`config.mk`:
```
export PLATFORM = sky130hd
export DESIGN_NAME = user_uart_rx
export DESIGN_NICKNAME = d
export VERILOG_FILES = /design/src/rtl/user_uart_rx_pkg.sv /design/src/rtl/user_uart_rx_fifo.sv /design/src/rtl/user_uart_rx.sv
export SDC_FILE = /design/constraint.sdc
export NUM_CORES = 1
export LEC_CHECK = 0
export ABC_AREA = 1
export CELL_PAD_IN_SITES_DETAIL_PLACEMENT = 2
export CELL_PAD_IN_SITES_GLOBAL_PLACEMENT = 2
export CORE_UTILIZATION = 30
export CTS_CLUSTER_DIAMETER = 100
export DETAILED_ROUTE_END_ITERATION = 12
export GPL_ROUTABILITY_DRIVEN = 0
export HOLD_SLACK_MARGIN = 0.08
export PLACE_DENSITY_LB_ADDON = 0.1
export SYNTH_ARGS = -nofsm -noshare
export SYNTH_HDL_FRONTEND = slang
export SYNTH_SLANG_ARGS = --single-unit
```
`constraint.sdc`:
```
create_clock -name clk -period 2.14 [get_ports clk]
set_input_delay 0.428 -clock clk [delete_from_list [all_inputs] [get_ports clk]]
set_output_delay 0.428 -clock clk [all_outputs]
set_load 0.01 [all_outputs]
```
`src/rtl/user_uart_rx_pkg.sv`:
```
// Shared types and constants for the user UART receiver.
package user_uart_rx_pkg;

  typedef enum logic [2:0] {
    IDLE   = 3'd0,
    START  = 3'd1,
    DATA   = 3'd2,
    PARITY = 3'd3,
    STOP   = 3'd4
  } rx_state_t;

  localparam logic [31:0] REG_DATA   = 32'h0000_0000;
  localparam logic [31:0] REG_STATUS = 32'h0000_0004;

  localparam int ST_NONEMPTY = 0;
  localparam int ST_OVR      = 1;
  localparam int ST_FERR     = 2;
  localparam int ST_PERR     = 3;

  // Even parity: the parity bit that makes the total count of ones even.
  function automatic logic even_parity(input logic [7:0] b);
    return ^b;
  endfunction

endpackage

```
`src/rtl/user_uart_rx_fifo.sv`:
```
// Byte FIFO for received characters; a pop in the same cycle frees a full slot for a push.
module user_uart_rx_fifo #(
  parameter int DEPTH = 16
) (
  input  logic                       clk,
  input  logic                       rst,
  input  logic                       push,
  input  logic [7:0]                 push_data,
  input  logic                       pop,
  output logic [7:0]                 pop_data,
  output logic [$clog2(DEPTH):0]     count,
  output logic                       full,
  output logic                       empty
);
  localparam int AW = $clog2(DEPTH);

  logic [7:0]    mem [DEPTH];
  logic [AW-1:0] wr_ptr;
  logic [AW-1:0] rd_ptr;
  logic          push_ok;
  logic          pop_ok;

  assign full     = (count == (AW+1)'(DEPTH));
  assign empty    = (count == '0);
  assign pop_ok   = pop & ~empty;
  assign push_ok  = push & (~full | pop_ok);
  assign pop_data = mem[rd_ptr];

  always_ff @(posedge clk or posedge rst) begin
    if (rst) begin
      wr_ptr <= '0;
      rd_ptr <= '0;
      count  <= '0;
    end else begin
      if (push_ok) wr_ptr <= wr_ptr + AW'(1);
      if (pop_ok)  rd_ptr <= rd_ptr + AW'(1);
      case ({push_ok, pop_ok})
        2'b10:   count <= count + (AW+1)'(1);
        2'b01:   count <= count - (AW+1)'(1);
        default: count <= count;
      endcase
    end
  end

  // Storage carries no reset; entries are only read while counted as valid.
  always_ff @(posedge clk) begin
    if (push_ok) mem[wr_ptr] <= push_data;
  end

endmodule

```
`src/rtl/user_uart_rx.sv`:
```
// naive_bus slave deserialising i_uart_rx into a byte FIFO (8N1, or 8E1 with USER_UART_RX_PARITY_EN).
// Registers: 0x0 DATA (read pops), 0x4 STATUS (W1C error flags).
module user_uart_rx
  import user_uart_rx_pkg::*;
#(
  parameter int CLK_FREQ   = 50_000_000,
  parameter int BAUD       = 115200,
  parameter int FIFO_DEPTH = 16
) (
  input  logic        clk,
  input  logic        rst,
  input  logic        i_uart_rx,
  output logic        o_irq,
  input  logic        rd_req,
  output logic        rd_gnt,
  input  logic [31:0] rd_addr,
  output logic [31:0] rd_data,
  input  logic        wr_req,
  output logic        wr_gnt,
  input  logic [31:0] wr_addr,
  input  logic [31:0] wr_data,
  input  logic [3:0]  wr_be
);
  localparam int BIT_DIV = CLK_FREQ / BAUD;
  localparam int DIV_W   = $clog2(BIT_DIV);
  localparam int CW      = $clog2(FIFO_DEPTH) + 1;
  localparam logic [DIV_W-1:0] HALF_LOAD = DIV_W'(BIT_DIV / 2 - 1);
  localparam logic [DIV_W-1:0] FULL_LOAD = DIV_W'(BIT_DIV - 1);
`ifdef USER_UART_RX_PARITY_EN
  localparam rx_state_t AFTER_DATA = PARITY;
`else
  localparam rx_state_t AFTER_DATA = STOP;
`endif

  logic sync1, sync2, sync3, line, fall;
  rx_state_t state, state_nxt;
  logic [DIV_W-1:0] div_cnt, div_nxt;
  logic [2:0] bit_cnt, bit_nxt;
  logic [7:0] shreg, shreg_nxt;
  logic par_bad, par_bad_nxt, div_done;
  logic rx_push, ferr_set, perr_set;
  logic ovr, ferr, perr;
  logic fifo_pop, fifo_full, fifo_empty;
  logic [7:0] fifo_data;
  logic [CW-1:0] fifo_count;
  logic [31:0] status_word, rd_next;
  logic sel_status_rd, sts_clr, ovr_set;
  logic unused_bus;

  // Two-flop synchroniser plus a third flop for falling-edge detection.
  always_ff @(posedge clk or posedge rst) begin
    if (rst) begin
      sync1 <= 1'b1;
      sync2 <= 1'b1;
      sync3 <= 1'b1;
    end else begin
      sync1 <= i_uart_rx;
      sync2 <= sync1;
      sync3 <= sync2;
    end
  end

  assign line     = sync2;
  assign fall     = sync3 & ~sync2;
  assign div_done = (div_cnt == '0);

  always_ff @(posedge clk or posedge rst) begin
    if (rst) begin
      state   <= IDLE;
      div_cnt <= '0;
      bit_cnt <= 3'd0;
      shreg   <= 8'h00;
      par_bad <= 1'b0;
    end else begin
      state   <= state_nxt;
      div_cnt <= div_nxt;
      bit_cnt <= bit_nxt;
      shreg   <= shreg_nxt;
      par_bad <= par_bad_nxt;
    end
  end

  always_comb begin
    state_nxt   = state;
    div_nxt     = div_cnt;
    bit_nxt     = bit_cnt;
    shreg_nxt   = shreg;
    par_bad_nxt = par_bad;
    rx_push     = 1'b0;
    ferr_set    = 1'b0;
    perr_set    = 1'b0;
    case (state)
      IDLE: begin
        if (fall) begin
          state_nxt   = START;
          div_nxt     = HALF_LOAD;
          bit_nxt     = 3'd0;
          par_bad_nxt = 1'b0;
        end else begin
          state_nxt = IDLE;
        end
      end
      START: begin
        if (!div_done) begin
          div_nxt = div_cnt - DIV_W'(1);
        end else if (!line) begin
          state_nxt = DATA;
          div_nxt   = FULL_LOAD;
        end else begin
          state_nxt = IDLE;
        end
      end
      DATA: begin
        if (div_done) begin
          shreg_nxt = {line, shreg[7:1]};
          div_nxt   = FULL_LOAD;
          bit_nxt   = bit_cnt + 3'd1;
          if (bit_cnt == 3'd7) state_nxt = AFTER_DATA;
          else                 state_nxt = DATA;
        end else begin
          div_nxt = div_cnt - DIV_W'(1);
        end
      end
`ifdef USER_UART_RX_PARITY_EN
      PARITY: begin
        if (div_done) begin
          par_bad_nxt = (even_parity(shreg) != line);
          perr_set    = (even_parity(shreg) != line);
          div_nxt     = FULL_LOAD;
          state_nxt   = STOP;
        end else begin
          div_nxt = div_cnt - DIV_W'(1);
        end
      end
`endif
      STOP: begin
        if (div_done) begin
          state_nxt = IDLE;
          if (line) rx_push  = ~par_bad;
          else      ferr_set = 1'b1;
        end else begin
          div_nxt = div_cnt - DIV_W'(1);
        end
      end
      default: state_nxt = IDLE;
    endcase
  end

  user_uart_rx_fifo #(.DEPTH(FIFO_DEPTH)) u_fifo (
    .clk       (clk),
    .rst       (rst),
    .push      (rx_push),
    .push_data (shreg),
    .pop       (fifo_pop),
    .pop_data  (fifo_data),
    .count     (fifo_count),
    .full      (fifo_full),
    .empty     (fifo_empty)
  );

  assign o_irq         = |fifo_count;
  assign rd_gnt        = rd_req;
  assign wr_gnt        = wr_req;
  assign sel_status_rd = (rd_addr[2] == REG_STATUS[2]);
  assign fifo_pop      = rd_req & ~sel_status_rd & ~fifo_empty;
  assign ovr_set       = rx_push & fifo_full & ~fifo_pop;
  assign sts_clr       = wr_req & (wr_addr[2] == REG_STATUS[2]) & wr_be[0];
  assign status_word   = {28'h0, perr, ferr, ovr, ~fifo_empty};

  always_comb begin
    rd_next = 32'h0;
    if (sel_status_rd)    rd_next = status_word;
    else if (!fifo_empty) rd_next = {23'h0, 1'b1, fifo_data};
    else                  rd_next = 32'h0;
  end

  // Registered read data and sticky error flags; a same-cycle event beats the clear.
  always_ff @(posedge clk or posedge rst) begin
    if (rst) begin
      rd_data <= 32'h0;
      ovr     <= 1'b0;
      ferr    <= 1'b0;
      perr    <= 1'b0;
    end else begin
      if (rd_req) rd_data <= rd_next;
      ovr  <= ovr_set  | (ovr  & ~(sts_clr & wr_data[ST_OVR]));
      ferr <= ferr_set | (ferr & ~(sts_clr & wr_data[ST_FERR]));
      perr <= perr_set | (perr & ~(sts_clr & wr_data[ST_PERR]));
    end
  end

  assign unused_bus = ^{rd_addr[31:3], rd_addr[1:0], wr_addr[31:3], wr_addr[1:0],
                        wr_data[31:4], wr_data[0], wr_be[3:1]};

endmodule

```
After elaboration in Yosys (flattened, before gate mapping)
Memory sizes are Yosys's and may differ from the RTL's.
Index checks and enable logic that the tools add are counted.
{"block": "word_totals", "register_bits": 74, "mem_bits_rw": 128, "out_inout_bits": 35, "elab_cells": 98, "mem_count": 1}
{"block": "classes", "n_addsub": 6, "n_eq_ne": 13, "n_mux": 27, "bitwise": 26, "n_reduce_logical": 11}
{"memory": "u_fifo.mem", "depth": 16, "width": 8, "read_ports": 1, "rd_clocked_by_memory_dff": 0, "write_ports": 1, "line_no": "user_uart_rx_fifo.sv:17", "rtl": "logic [7:0] mem [DEPTH];"}
{"cell": "2-to-1 mux 9 bit", "count": 6}
{"cell": "one-hot mux 9 bit (4 select lines)", "count": 1}
{"cell": "2-to-1 mux 32 bit", "count": 1}
{"cell": "2-to-1 mux 3 bit", "count": 6}
{"cell": "AND 1 bit", "count": 15}
{"cell": "one-hot mux 3 bit (4 select lines)", "count": 1}
{"cell": "inequality test 2 bit (second input constant)", "count": 5}
{"cell": "one-hot mux 5 bit (2 select lines)", "count": 1}
{"cell": "logical NOT 9 bit", "count": 1}
{"cell": "2-to-1 mux 1 bit", "count": 9}
{"cell": "subtractor 9 x 1 -> 9 bit (second input constant)", "count": 1}
{"cell": "adder 4 x 1 -> 4 bit (second input constant)", "count": 2}
{"cell": "NOT 1 bit", "count": 8}
{"cell": "equality test 3 bit (second input constant)", "count": 2}
{"cell": "one-hot mux 3 bit (2 select lines)", "count": 1}
{"cell": "AND reduction 3 bit", "count": 2}
{"cell": "adder 5 x 1 -> 5 bit (second input constant)", "count": 1}
{"cell": "equality test 5 bit (second input constant)", "count": 1}
{"cell": "logical NOT 5 bit", "count": 1}
{"cell": "OR reduction 5 bit", "count": 1}
{"cell": "subtractor 5 x 1 -> 5 bit (second input constant)", "count": 1}
{"cell": "AND reduction 4 bit", "count": 1}
{"cell": "nonzero test 2 bit", "count": 2}
{"cell": "nonzero test 4 bit", "count": 1}
{"cell": "10 further kinds", "count": 12}

Longest topological paths before layout
{"block": "depth", "depth_word": 8, "depth_mapped": 19}

By module
Synthesis repeated with hierarchy kept, for this count alone.
{"block": "hier_totals", "hier_cells": 756, "hier_area_um2": 8112.8}
{"module": "user_uart_rx_fifo", "instances": 1, "cells_per_inst": 510, "area_per_inst_um2": 6083.3, "seq_area_each_um2": 4169.0}
{"module": "user_uart_rx", "instances": 1, "cells_per_inst": 246, "area_per_inst_um2": 2029.4, "seq_area_each_um2": 954.7}

Worst setup path before layout
OpenSTA, ideal clock, no wires.
{"block": "synth_path", "path_kind": "register -> register", "from": "reg div_cnt[0]", "to": "mem u_fifo.mem[4][0] (enable)", "setup_ps": 370, "t_arrival_ps": 1805, "required_ps": 1770, "slack_ps": -35, "stages_incl_launch_ff": 11, "n_path_buf": 0, "cell_sequence": "dfrtp_1 inv_1 ha_1 inv_1 nor2_1 nand4_2 nor2_2 nand3_1 inv_2 nand2_1 nor2_1"}
{"block": "synth_between", "elab_chain_len": 6}
{"element": "start, declared", "line_no": "user_uart_rx.sv:37", "rtl": "logic [DIV_W-1:0] div_cnt, div_nxt;"}
{"element": "start signal, assigned", "line_no": "user_uart_rx.sv:76", "rtl": "div_cnt <= div_nxt;"}
{"element": "logical NOT 9 bit", "line_no": "user_uart_rx.sv:65", "rtl": "assign div_done = (div_cnt == '0);"}
{"element": "2-to-1 mux 1 bit", "line_no": "user_uart_rx.sv:137", "rtl": "if (div_done) begin"}
{"element": "2-to-1 mux 1 bit", "line_no": "user_uart_rx.sv:92", "rtl": "case (state)"}
{"element": "AND 1 bit", "line_no": "user_uart_rx_fifo.sv:26", "rtl": "assign push_ok = push & (~full | pop_ok);"}
{"element": "2-to-1 mux 1 bit", "line_no": "user_uart_rx_fifo.sv:47", "rtl": "if (push_ok) mem[wr_ptr] <= push_data;"}
{"element": "2-to-1 mux 1 bit (not written as such)", "line_no": "user_uart_rx_fifo.sv:47"}
{"element": "end, declared", "line_no": "user_uart_rx_fifo.sv:17"}
No other way between the ends.

Worst setup path after layout
{"block": "layout_path", "from": "reg div_cnt[1]", "to": "reg u_fifo.count[4]"}
{"block": "layout_between", "elab_chain_len": 6}
{"element": "logical NOT 9 bit *", "line_no": "user_uart_rx.sv:65"}
{"element": "2-to-1 mux 1 bit *", "line_no": "user_uart_rx.sv:137"}
{"element": "2-to-1 mux 1 bit *", "line_no": "user_uart_rx.sv:92"}
{"element": "AND 1 bit *", "line_no": "user_uart_rx_fifo.sv:26"}
{"element": "equality test 2 x 1 -> 1 bit / equality test 2 bit (equally long branches)", "line_no": "user_uart_rx_fifo.sv:37", "rtl": "case ({push_ok, pop_ok})"}
{"element": "one-hot mux 5 bit (2 select lines) / nonzero test 2 bit (equally long branches)"}
{"element": "end signal, assigned", "line_no": "user_uart_rx_fifo.sv:38", "rtl": "2'b10: count <= count + (AW+1)'(1);"}
{"element": "end signal, assigned", "line_no": "user_uart_rx_fifo.sv:39", "rtl": "2'b01: count <= count - (AW+1)'(1);"}
{"element": "end signal, assigned", "line_no": "user_uart_rx_fifo.sv:40", "rtl": "default: count <= count;"}
{"element": "end, declared", "line_no": "user_uart_rx_fifo.sv:11", "rtl": "output logic [$clog2(DEPTH):0] count,"}
Every way passes the cells marked *; elsewhere a longest branch is shown, timed or not.
A chain may end at the register's enable or synchronous reset.

==> out/metrics.yaml <==
finalCriticalPeriod_ns: 2.06
fillerInstances: 2702
dpl.hpwl_um: 15600
final.period_utilization_pct: 96.1
route.detailed.drc: 0
fmax_ghz: 0.486
grt.met2_usage_pct: 34.0
routed_via_density: 4.88
regToRegSetupSlack_ns: 0.08
hold_path_class: "in -> async"
post_cts_hold_fix_bufs: 0
synth_top_family_by_area: "simple AND/OR/NAND/NOR gates"
vias: 5593
clk_path_buf_depth: 2
final_core_utilization_pct: 38.4
initialDrtViolationCount: 244
number_of_placed_cells_counting_well_taps: 1100
initial_antenna_violation_count: 0
netlist_area_um2: 7820
worstSetupPathType: "reg -> reg"
postRouteAntennaNets: 0
final_cells: 1145
clock_sink_count: 179
grt_start_max_net_pins: 52
grt_remaining_overflow: 0
globalRoute.busiestLayer: "met2"
leak_nw: 3.86
grt_pass1_wl_um: 36400
numCtsBuffers: 17
design.core.area_um2: 25400
num_rows: 58
worst_slew_margin_rel_pct: 49.6
clock-root-buffer: "sky130_fd_sc_hd__clkbuf_16"
timing.final.max_slew_violations: 0
final_report_setup_violation_count: 0
number_of_h_tree_branching_levels: 4
cts_tree: "built"
groute.layer.met1.usage_pct: 22.1
worst_setup_path_start_kind: "flip-flop"
postLayoutCellArea_um2: 9750
worst-path-max-fanout: 4
finalClockSkew_ns: 0.0145
postSynthAreaPerCell_um2: 11.0
synth_mux_area_share_pct: 0
final_setup_slack_of_the_worst_path_ns: 0.0842
routed_wirelength_um: 23300
drv_cap: 0
ys_seq_elements: 179
drt-pass1-iter-count: 4
fraction_of_the_mapped_netlist_area_in_compound_gates_pct: 11.2
final_common_cell: "sky130_fd_sc_hd__edfxtp_1"
fraction_of_layout_cells_with_a_size_suffix_above_1_pct: 22.9
clkTransAtPathRegs_ns: 0.08
reg2reg_depth: 17
timing.critical_path.to_type: "flip-flop"
synth-xor-area-share_pct: 1.23
wl_per_cell_um: 20.3
synth-simple-area-share_pct: 13.7
finalHoldViolations: 0
dp_slack_ns: -0.332
power_density_nw_per_um2: 1180
placed_area_um2: 8780
portBuffers: 22
finish.net_count: 918
cp.arrival_ns: 2.40
grtUsageTotal_pct: 18.7
insertion_delay_ns: 0.44
syn_inst: 712
first_global_vias: 6275
run_status: "completed"
grt_use_met3_pct: 2.79
worst_slew_pin_slew_ns: 0.757
initial_util_pct: 30.8
synthesized_area_fraction_occupied_by_adder_cells_pct: 1.76
irDropWorstVdd_v: 0.000536
ys_seq_area_share_pct: 65.5
fp.dieArea_um2: 26700
dieWidth_um: 163
critical_path_required_ns: 2.48
yosys.cell_types.count: 38
synth_warnings: 0
crit-reg2reg-launch: "div_cnt[1]"
worstReg2RegEnd: "u_fifo.count[4]"
rsz0062_at_grt: "true"
dieHeight_um: 163
syn_to_final_growth_pct: 24.7
diodes: 0
floorplan.io_pins: 140
highest_count_cells_in_the_layout_ignoring_fill_and_taps: "128 x sky130_fd_sc_hd__edfxtp_1, 95 x sky130_fd_sc_hd__nor2_1, 89 x sky130_fd_sc_hd__o21ai_0"
[per-layer routing]
metal / vias up / part of all wire (%)
met1: 2886 / 42
met5: - / 0
li1: 2604 / -
met3: 30 / 2.4
met4: 0 / 2.1
met2: 73 / 53
[Yosys cell counts, drive strengths merged]
cell type,number,share of area [%]
a22o,2,0.22
dfstp,3,1.0
buf,32,3.0
o22ai,30,2.4
nand2,97,4.9
a21boi,1,0.096
a32o,1,0.13
dfrtp,48,15
nor3,4,0.26
nand3,25,1.8
xor2,10,1.1
conb,1,0.048
nand3b,2,0.19
edfxtp,128,49
a31oi,1,0.080
inv,51,2.5
clkbuf,20,0.96
a211oi,1,0.26
a21oi,12,0.77
ha,11,1.8
nor2,120,6.0
o221ai,7,0.78
o211ai,3,0.29
xnor2,1,0.11
o21ai,94,6.0
nand4,5,0.56
o21bai,2,0.19
[cells by family after synthesis]
kind of cell,after synthesis
compound gates,154
other cells,1
buf+inv,103
flops,179
simple gates,253
fa+ha+maj,11
xor+xnor,11
[cell type report]
class | instances | area, um2 | share of cell area [%]
clock buffer | 17 | 425 | 4.36
clock inverter | 15 | 141 | 1.45
inverter | 51 | 206 | 2.12
multi-input combinational | 452 | 2500 | 25.6
sequential | 179 | 5120 | 52.6
tap | 330 | 413 | 4.23
timing repair buffer | 101 | 942 | 9.66
[worst max path at each step]
stage	from	to	slack (ns)	depth (start not counted)
after floorplan	div_cnt[0]	u_fifo.mem[4][0]	-0.04	10
after global placement	rd_req	u_fifo.mem[4][1]	-0.30	10
after detailed placement	rd_req	u_fifo.mem[4][1]	-0.33	10
after CTS	div_cnt[1]	u_fifo.count[4]	-0.001	17
after global routing	div_cnt[1]	u_fifo.count[4]	-0.09	17
final	div_cnt[1]	u_fifo.count[4]	0.08	17
[power by group]
| part | internal, mW | switching (mW) |
|---|---|---|
| combinational | 1.66 | 2.64 |
| clock | 1.55 | 1.49 |
| sequential | 3.93 | 0.212 |
| total | 7.13 | 4.34 |
[registers in the layout (all words and copies together) (netlist names)]
signal and count:
sync1 1, shreg 8, rd_data 9, div_cnt 9, u_fifo.count 5, ferr 1
u_fifo.rd_ptr 4, state 3, bit_cnt 3, line 1, u_fifo.mem 128, u_fifo.wr_ptr 4
sync3 1, perr 1, ovr 1
[worst max-delay path, stage by stage (launching register included)]
cell	delay, ns
sky130_fd_sc_hd__dfrtp_1	0.40
sky130_fd_sc_hd__inv_2	0.09
sky130_fd_sc_hd__ha_4	0.14
sky130_fd_sc_hd__inv_2	0.04
sky130_fd_sc_hd__nor2_4	0.08
sky130_fd_sc_hd__nand2_2	0.07
sky130_fd_sc_hd__nor2_4	0.13
sky130_fd_sc_hd__nand3_4	0.11
sky130_fd_sc_hd__nand2_4	0.10
sky130_fd_sc_hd__inv_2	0.05
sky130_fd_sc_hd__ha_4	0.27
sky130_fd_sc_hd__inv_2	0.04
sky130_fd_sc_hd__o21bai_1	0.13
sky130_fd_sc_hd__inv_1	0.07
sky130_fd_sc_hd__nand2_1	0.06
sky130_fd_sc_hd__nand2_1	0.06
sky130_fd_sc_hd__nand3_1	0.06
sky130_fd_sc_hd__nand2_1	0.05
[through the flow]
stage | setup TNS, ns | power, mW | hold WS, ns
floorplan | -4.35 | 6.48 | 0.345
global placement | -25.23 | 8.14 | 0.345
detailed placement | -27.38 | 8.37 | 0.354
CTS | -0.00221 | 11.6 | 0.366
global route | -0.204 | 12.2 | 0.368
finish | 0 | 11.5 | 0.359
[repair_timing]
action,4_1_cts,5_1_grt
endpoints found under the setup margin,135,129
buffers inserted,9,4
pin swaps,10,15
gates resized for setup,62,23
Note: power is estimated with default switching activity, not from simulation.
==> RTL change, RTL diff (same settings) <==
Re-encode `rx_state_t` (5 states) as one-hot, 5 bits wide.
--- a/src/rtl/user_uart_rx_pkg.sv
+++ b/src/rtl/user_uart_rx_pkg.sv
@@ -3,8 +3,8 @@
 
-  typedef enum logic [2:0] {
-    IDLE   = 3'd0,
-    START  = 3'd1,
-    DATA   = 3'd2,
-    PARITY = 3'd3,
-    STOP   = 3'd4
+  typedef enum logic [4:0] {
+    IDLE   = 5'b00001,
+    START  = 5'b00010,
+    DATA   = 5'b00100,
+    PARITY = 5'b01000,
+    STOP   = 5'b10000
   } rx_state_t;
Function: same outputs for any inputs over 10 cycles, from zero or initial values and one cycle with rst high; not proved beyond that.
==> RTL change against the unedited design <==
Area after synthesis down 0.96%; cell count shrank 4.1%; first-iteration DRC count is 12% lower; worst setup slack got worse by 65 ps; utilization decreased by 0.15 points; total power shrank 2.3%; combinational power down 7.9%; die area shrank 0.95%; largest power group is now registers; global-route usage decreased by 1.4 points; wire length decreased by 7.7%; final area down 0.96%; sequential cell count up 1.
==> RTL change: results <==
group,metric,value,unit
synth,synth_xor_area_frac,0.01357,
global_routing,use_met2,0.3104,
pwr,p_int,0.007008,W
synth,muxShareOfSynthArea,0.007272,
status,status,"finished clean",
layout,diodes,0,
global_routing,track_usage,0.1729,
layout,final_nets,869,
drt,drcViolationCount,0,
place,dp_hpwl,15320,µm
setup_path,worst-path-max-fanout,8,
synth,yosysSeqAreaShare,0.6652,
drt,drt_iter0_markers,214,
clocking,cts_buffers,17,
layout,drive_above_1_share,0.2188,
pwr,power_switching,0.004204,W
pwr,p_leak,4.022,nW
pwr,irDropWorstVdd,539.1,µV
setup_path,cp_slowest_cell,"dfrtp_1",
pwr,p_comb_frac,0.353,
global_routing,grt_max_degree,44,
setup_path,critical_path.max_stage_delay,380,ps
drt,vias,5285,
synth,async_flop_share,0.2889,
drt,post_drt_wl_per_cell,19.58,µm
global_routing,grt_pass1_vias,5932,
synth,ys_warn_count,0,
synth,syn_area_per_cell,11.52,µm²
setup_path,critical-path-top-delay-family,"buffers and inverters",
sta,slew_headroom,0.5430,
clocking,clock_latency,430,ps
setup_path,rr_worst_depth,13,
synth,netlist_top_cells_count,"edfxtp_1, nand2_1, nor2_1, o21ai_0, dfrtp_1",
drt,wl_met1,9361,µm
place,place_inst,1057,
global_routing,antenna_found_initial,0,
setup_path,crit_arrival,2250,ps
sta,fin_skew,13.85,ps
global_routing,use_met1,0.2149,
global_routing,grt_pass1_wl,34070,µm
synth,synth.distinct_cells,43,
drt,dr_wl_met2,11450,µm
synth,synthAdderAreaFrac,0.01454,
synth,synth_area_leaders,"edfxtp_1, dfrtp_1, nand2_1",
drt,finalWirelength,21500,µm
pwr,p_seq_frac,0.372,
drt,routed-wl-met3,334,µm
global_routing,use_met3,0.02266,
place,postPlaceCellArea,8742,µm²
synth,synth_compound_area_frac,0.1063,
layout,fill_cells,2641,
## RTL change: per-stage QoR
stage / worst slack, ps / utilization
floorplan: -53.56 / -
detailed placement: -271.1 / 0.3462
global placement: -242.4 / 0.3462
CTS: 2.011 / 0.3735
global route: -83.99 / 0.3824
finish: 18.82 / 0.3824
## RTL change: path summary, 6_finish.rpt
path | from | endpoint | slack, ps
max | div_cnt[0] | u_fifo.mem[11][4] | 20
min | rst | div_cnt[6] | 260
max reg2reg | div_cnt[0] | u_fifo.mem[11][4] | 20
min reg2reg | sync1 | line | 370
max in group asynchronous | rst | sync3 | 1300
min in group clk | sync1 | line | 370
## RTL change: final cells by class
type	instances	area share
timing repair buffer	92	0.09509
clock buffer	18	0.04444
sequential	180	0.5332
clock inverter	14	0.01723
tap	330	0.04275
multi-input combinational	421	0.2500
inverter	43	0.01723
## RTL change: what timing repair did
| action | in CTS | in global routing |
|---|---|---|
| pin swaps | 4 | 10 |
| setup buffers | 3 | 6 |
| resized for setup | 17 | 48 |
| setup endpoints to repair | 132 | 129 |
